[config.mk]
export PLATFORM = sky130hd
export DESIGN_NAME = axil_seq_reader
export DESIGN_NICKNAME = d
export VERILOG_FILES = /design/src/rtl/axil_seq_reader.sv
export SDC_FILE = /design/constraint.sdc
export NUM_CORES = 1
export LEC_CHECK = 0
export ABC_AREA = 1
export CORE_ASPECT_RATIO = 0.8
export CORE_MARGIN = 8
export CORE_UTILIZATION = 50
export CTS_CLUSTER_SIZE = 25
export DETAILED_ROUTE_END_ITERATION = 6
export HOLD_SLACK_MARGIN = 0.06
export PLACE_DENSITY = 0.73
export SLEW_MARGIN = 25
export SYNTH_ARGS = -nofsm -noshare
export SYNTH_HDL_FRONTEND = slang
export SYNTH_SLANG_ARGS = --single-unit
[constraint.sdc]
create_clock -name clk -period 4.1 [get_ports clk]
set_clock_uncertainty 0.1 [all_clocks]
set_input_delay 0.82 -clock clk [delete_from_list [all_inputs] [get_ports clk]]
set_output_delay 0.82 -clock clk [all_outputs]
set_load 0.01 [all_outputs]
[src/rtl/axil_seq_reader.sv]
// AXI4-Lite sequential burst reader: issues one read at a time from a start
// address and streams the returned words out through a small FIFO.
module axil_seq_reader #(
  parameter int ADDR_WIDTH = 13,
  parameter int DATA_WIDTH = 32,
  parameter int FIFO_DEPTH = 4
) (
  input  logic                  clk,
  input  logic                  rstn,
  input  logic                  start,
  input  logic [ADDR_WIDTH-1:0] start_addr,
  input  logic [7:0]            word_count,
  output logic                  busy,
  output logic                  done,
  output logic                  err,
  output logic [ADDR_WIDTH-1:0] m_axi_araddr,
  output logic                  m_axi_arvalid,
  input  logic                  m_axi_arready,
  output logic [2:0]            m_axi_arprot,
  input  logic [DATA_WIDTH-1:0] m_axi_rdata,
  input  logic [1:0]            m_axi_rresp,
  input  logic                  m_axi_rvalid,
  output logic                  m_axi_rready,
  output logic [DATA_WIDTH-1:0] out_data,
  output logic                  out_valid,
  input  logic                  out_ready
);

  localparam int PtrW = (FIFO_DEPTH > 1) ? $clog2(FIFO_DEPTH) : 1;
  localparam int CntW = PtrW + 1;

  typedef enum logic [1:0] {
    IDLE,
    ADDR,
    DATA
  } state_e;

  state_e                state_q, state_d;
  logic [ADDR_WIDTH-1:0] addr_q, addr_d;
  logic [7:0]            remain_q, remain_d;
  logic                  err_q, err_d;
  logic                  zeroDone_q, zeroDone_d;

  logic [DATA_WIDTH-1:0] mem_q [FIFO_DEPTH];
  logic [PtrW-1:0]       wrPtr_q, rdPtr_q;
  logic [CntW-1:0]       fifoCnt_q;

  logic push;
  logic pop;
  logic slotFree;
  logic burstDone;

  assign out_valid = (fifoCnt_q != '0);
  assign pop       = out_valid && out_ready;
  // A pop in this cycle frees a slot in time for the beat this read will return.
  assign slotFree  = (fifoCnt_q != CntW'(FIFO_DEPTH)) || pop;

  always_comb begin
    state_d       = state_q;
    addr_d        = addr_q;
    remain_d      = remain_q;
    err_d         = err_q;
    zeroDone_d    = 1'b0;
    m_axi_arvalid = 1'b0;
    m_axi_rready  = 1'b0;
    push          = 1'b0;
    burstDone     = 1'b0;

    case (state_q)
      IDLE: begin
        if (start) begin
          err_d = 1'b0;
          if (word_count != 8'd0) begin
            addr_d   = start_addr & ~ADDR_WIDTH'(3);
            remain_d = word_count;
            state_d  = ADDR;
          end else begin
            zeroDone_d = 1'b1;
          end
        end
      end
      ADDR: begin
        m_axi_arvalid = slotFree;
        if (slotFree && m_axi_arready) begin
          addr_d  = addr_q + ADDR_WIDTH'(4);
          state_d = DATA;
        end
      end
      DATA: begin
        m_axi_rready = 1'b1;
        if (m_axi_rvalid) begin
          push     = 1'b1;
          remain_d = remain_q - 8'd1;
          if (m_axi_rresp != 2'b00) begin
            err_d = 1'b1;
          end
          if (remain_q == 8'd1) begin
            burstDone = 1'b1;
            state_d   = IDLE;
          end else begin
            state_d = ADDR;
          end
        end
      end
      default: state_d = IDLE;
    endcase
  end

  always_ff @(posedge clk or negedge rstn) begin
    if (!rstn) begin
      state_q    <= IDLE;
      addr_q     <= '0;
      remain_q   <= '0;
      err_q      <= 1'b0;
      zeroDone_q <= 1'b0;
    end else begin
      state_q    <= state_d;
      addr_q     <= addr_d;
      remain_q   <= remain_d;
      err_q      <= err_d;
      zeroDone_q <= zeroDone_d;
    end
  end

  // Storage needs no reset; emptiness is tracked solely by the count.
  always_ff @(posedge clk) begin
    if (push) begin
      mem_q[wrPtr_q] <= m_axi_rdata;
    end
  end

  always_ff @(posedge clk or negedge rstn) begin
    if (!rstn) begin
      wrPtr_q   <= '0;
      rdPtr_q   <= '0;
      fifoCnt_q <= '0;
    end else begin
      if (push) begin
        wrPtr_q <= wrPtr_q + PtrW'(1);
      end
      if (pop) begin
        rdPtr_q <= rdPtr_q + PtrW'(1);
      end
      case ({push, pop})
        2'b10:   fifoCnt_q <= fifoCnt_q + CntW'(1);
        2'b01:   fifoCnt_q <= fifoCnt_q - CntW'(1);
        default: fifoCnt_q <= fifoCnt_q;
      endcase
    end
  end

  assign out_data     = mem_q[rdPtr_q];
  assign busy         = (state_q != IDLE);
  assign done         = zeroDone_q || burstDone;
  assign err          = err_q;
  assign m_axi_araddr = addr_q;
  assign m_axi_arprot = 3'b000;

endmodule

# --- Word level (Yosys, flattened, before mapping) ---
# Memory sizes are Yosys's and may differ from the RTL's.
# Cells that the tools add are included.
totals:
  regBits: 32
  latchBits: 0
  mem_bits_rw: 128
  mem_bits_ro: 0
  in_bits: 61
  out_inout_bits: 54
  wordCells: 73
  n_memories: 1
op_classes:
  add_sub_neg: 6
  n_mul: 0
  div_mod_pow: 0
  n_lt_le_gt_ge: 0
  n_eq_ne: 11
  shift: 0
  mux: 31
  bitwise_logic: 0
  reduce_logical: 16
mem_list:
  columns: ["name", "words", "width", "rd", "rd_clocked_by_memory_dff", "write_ports", "line_no", "text"]
  rows:
  - ["mem_q", 4, 32, 1, 0, 1, "44", "logic [DATA_WIDTH-1:0] mem_q [FIFO_DEPTH];"]
ops:
  columns: ["cell", "count"]
  rows:
  - ["13-bit two-way mux", 3]
  - ["13-bit case mux with 2 select lines", 1]
  - ["8-bit two-way mux", 3]
  - ["1-bit two-way mux", 16]
  - ["8-bit case mux with 2 select lines", 1]
  - ["4-bit AND reduction", 4]
  - ["13-bit by 3-bit adder with 13-bit output (second input constant)", 1]
  - ["2-bit != test (second input constant)", 5]
  - ["2-bit nonzero test", 5]
  - ["8-bit by 1-bit == test with 1-bit output (second input constant)", 1]
  - ["2-bit two-way mux", 4]
  - ["8-bit nonzero test", 1]
  - ["8-bit by 1-bit subtractor with 8-bit output (second input constant)", 1]
  - ["2-bit case mux with 3 select lines", 1]
  - ["3-bit case mux with 2 select lines", 1]
  - ["2-bit by 1-bit adder with 2-bit output (second input constant)", 2]
  - ["2-bit by 1-bit == test with 1-bit output (second input constant)", 2]
  - ["2-bit == test (second input constant)", 2]
  - ["3-bit by 1-bit adder with 3-bit output (second input constant)", 1]
  - ["3-bit != test (second input constant)", 1]
  - ["3-bit nonzero test", 1]
  - ["3-bit by 1-bit subtractor with 3-bit output (second input constant)", 1]
  - ["1-bit logical AND", 2]
  - ["2-bit logical NOT", 1]
  - ["other kinds (2)", 3]

# --- Longest topological paths before layout ---
logic_depth:
  word_depth: 6
  mapped_depth: 11

# --- Least setup slack after synthesis ---
# Ideal clock, no wire load.
synth_path:
  path_type: "input to register"
  start: "input port m_axi_rvalid"
  end: "memory mem_q[0][0], enable pin"
  setup_time_ns: 0.421
  arrival_time_ns: 2.398
  t_required_ns: 3.579
  slack_ns: 1.181
  path_stages: 3
  n_path_buf: 1
  cell_sequence: "nand2_2 -> buf_2 -> nor2_1"
synth_via:
  elab_chain_len: 4
synth_rtl:
  columns: ["element", "line_no", "text"]
  rows:
  - ["from (decl)", "22", "input logic m_axi_rvalid,"]
  - ["1-bit two-way mux", "91", "if (m_axi_rvalid) begin"]
  - ["1-bit two-way mux", "69", "case (state_q)"]
  - ["1-bit two-way mux", "127", "if (push) begin"]
  - ["1-bit two-way mux (implied by the code)", "128", "mem_q[wrPtr_q] <= m_axi_rdata;"]
  - ["to (decl)", "44", null]
# Every way passes these cells.

# --- Final worst setup path ---
layout_path:
  start: "register state_q[1]"
  end: "output port done"
layout_via:
  elab_chain_len: 3
layout_rtl:
  columns: ["element", "line_no", "text"]
  rows:
  - ["from (decl)", "38", "state_e state_q, state_d;"]
  - ["from (signal assigned)", "117", "state_q <= state_d;"]
  - ["2-bit == test", "69", null]
  - ["1-bit two-way mux", "69", null]
  - ["1-bit logical OR", "154", "assign done = zeroDone_q || burstDone;"]
  - ["to (decl)", "14", "output logic done,"]
# Every way passes these cells.

==> impl_metrics.toml <==
[floorplan]
fp.coreArea_um2 = 13360
die_y_um = 120.0
rows = 38
start_util_pct = 50.56
die_x_um = 146.0
ios = 115
die-area_um2 = 17510

[power]
seqPwrFrac_pct = 34.7
p_int_w = 0.003907
powerDensity_nw_per_um2 = 711.8
switching_share_pct = 36.27
cellLeakagePower_nw = 3.197
combPwrFrac_pct = 40.6
p_sw_w = 0.002223
ir_worst_vdd_uv = 471.3
power_frac_clock_pct = 24.7

[clock_network]
ctsHoldBuffers = 0
post-cts-setup-buffer-count = 0
root_buffer = "clkbuf_16"
cts.sinks = 158
cts_tree = "done"
post_cts_resized = 0
clkLatencyLatePin_ns = 0.42
htree_levels = 4
cts_buffers = 17
clk_pin_slew_ns = 0.06
clockBufferDepth = 2

[placement]
dp_hpwl_mm = 10.01
dpl_cell_area_um2 = 8041
dp_cells = 883
pre_cts_ws_ns = 0.7991
place.gp.congestion = 0.8885
io_buffers = 107

[synth]
yosysMostFrequentCell = "edfxtp_1"
yosysUniqueCellTypes = 34
synth_edf_count = 128
synth_common_cells = "128 x edfxtp_1, 101 x nor2_1, 98 x nand2_1"
seq_area_frac_synth_pct = 68.01
async_flop_share_pct = 18.99
synth_flop_cell = "edfxtp_1"
synth_top_area_share_pct = 56.90
postSynthAreaPerCell_um2 = 11.09
ys_ff_latch = 158
synth_top_area_cell = "edfxtp_1"
ys_warn_count = 0
syn_inst = 609
synth.area.top_cells = "edfxtp_1 57%, dfrtp_1 11%, o21ai_0 6.3%"
synth_area_um2 = 6755

[routing]
routed_wl_mm = 15.38
firstDrtPassIters = 5
route.detailed.drc = 0
vias = 4859
detail_route.wl_per_cell_um = 16.81
drt_iter0_drc = 292
vias_per_cell = 5.310
ant_nets = 0

[run]
maxCapViolCount = 0

[timing]
rsz0062_at_grt = "false"
worst_pin_slew_ns = 0.7137
finalSetupViolCount = 0
period_minus_slack_ns = 3.388
finalCritPeriodShare_pct = 82.64
max_clock_freq_mhz = 295.1
max_slew_margin_pct = 52.36
finalHoldViolCount = 0
drv_slew = 0
finalSetupTns_ns = 0
setup_slack_ns = 0.7117

[cells_and_area]
nets = 792
layout-drive-gt1-share_pct = 9.524
stdcell_area_um2 = 8612
area_growth_pct = 27.49
num_antenna_cells = 0
layout.cells.non_filler = 915

[worst_hold_path]
min_path_type = "reg2reg"

[grt]
grt_pass1_vias = 4856
grt_max_degree = 67
grt_overflow = 0
antenna_found_initial = 1
grt_util_all_layers_pct = 18.14
grt_pass1_wl_mm = 24.97

[setup_path]
path_class = "reg2out"
cp-start-kind = "register"
end_kind = "output port"
worst_ep_arrival_time_ns = 2.47
cp_data_required_time_ns = 3.18
cp_max_fo = 11

[run_status]
status = "completed"
## kinds of logic after synthesis
family	share of synthesized area (%)
adder cells (fa/ha/maj)	1.778
AND/OR/NAND/NOR	14.26
other	0.05551
AO/OA/AOI/OAI	10.98
flip-flops	68.01
buffers and inverters	4.260
XOR/XNOR	0.6482
## through the flow
stage	hold slack (ns)	total power (W)	utilization, %
CTS	0.3953	0.006187	64.46
floorplan	0.3867	0.003554	-
finish	0.3879	0.006130	64.46
detailed placement	0.3806	0.004656	60.19
global route	0.4055	0.006546	64.46
global placement	0.3716	0.004572	60.19
## placed cells by master (no fill, tap or decap), drive strengths merged, types with 2 or more instances in the layout
cell type	n
a21oi	6
buf	12
bufinv	2
clkbuf	17
clkdlybuf4s50	107
clkinv	7
clkinvlp	3
conb	5
dfrtp	30
edfxtp	128
ha	8
inv	40
nand2	99
nand3	27
nor2	104
o21ai	90
o21bai	3
o22ai	33
or2	4
xor2	4
## flip-flops by register name, summed over array words and instances, names as in the netlist
signal        flops
mem_q           128
m_axi_araddr     11
remain_q          8
fifoCnt_q         3
rdPtr_q           2
state_q           2
wrPtr_q           2
err               1
zeroDone_q        1
## routing by layer
layer / wire length, um / part of all wire, % / GRT usage, %
met1: 6656 / 43 / 22.40
met5: 13 / 0.085 / 0
met2: 7240 / 47 / 29.23
met4: 186 / 1.2 / 6.165
met3: 1284 / 8.3 / 6.546
## critical path, cell delays in order (launching register included)
cell	delay, ns
dfrtp_1	0.47
nand2_1	0.29
inv_2	0.25
nand2_2	0.26
o21bai_1	0.21
clkdlybuf4s50_1	0.56
## path summary, 6_finish.rpt
path | slack (ns) | depth (start not counted) | startpoint | endpoint
max in group asynchronous | 2.87 | 2 | rstn | rdPtr_q[0]
hold / removal | 0.39 | 1 | err | err
setup reg to reg | 1.51 | 9 | state_q[1] | fifoCnt_q[2]
hold reg to reg | 0.39 | 1 | err | err
setup / recovery | 0.71 | 5 | state_q[1] | done
min in group asynchronous | 0.69 | 2 | rstn | state_q[0]
## power groups by stage
stage	combinational [W]	sequential [W]	clock [W]
finish	0.00249	0.00213	0.00152
global route	0.00277	0.00215	0.00162
CTS	0.00252	0.00213	0.00154
detailed placement	0.00250	0.00215	0
global placement	0.00243	0.00214	0
floorplan	0.00141	0.00215	0
## area by class of cell
cell class / instances / area, um^2
Clock buffer: 17 / 425.4
Inverter: 37 / 141.4
Fill cell: 975 / 4748
Tap cell: 180 / 225.2
Sequential cell: 158 / 4596
Multi-Input combinational cell: 389 / 1918
Timing Repair Buffer: 119 / 1161
Clock inverter: 15 / 145.1
(Power assumes the default switching activity.)
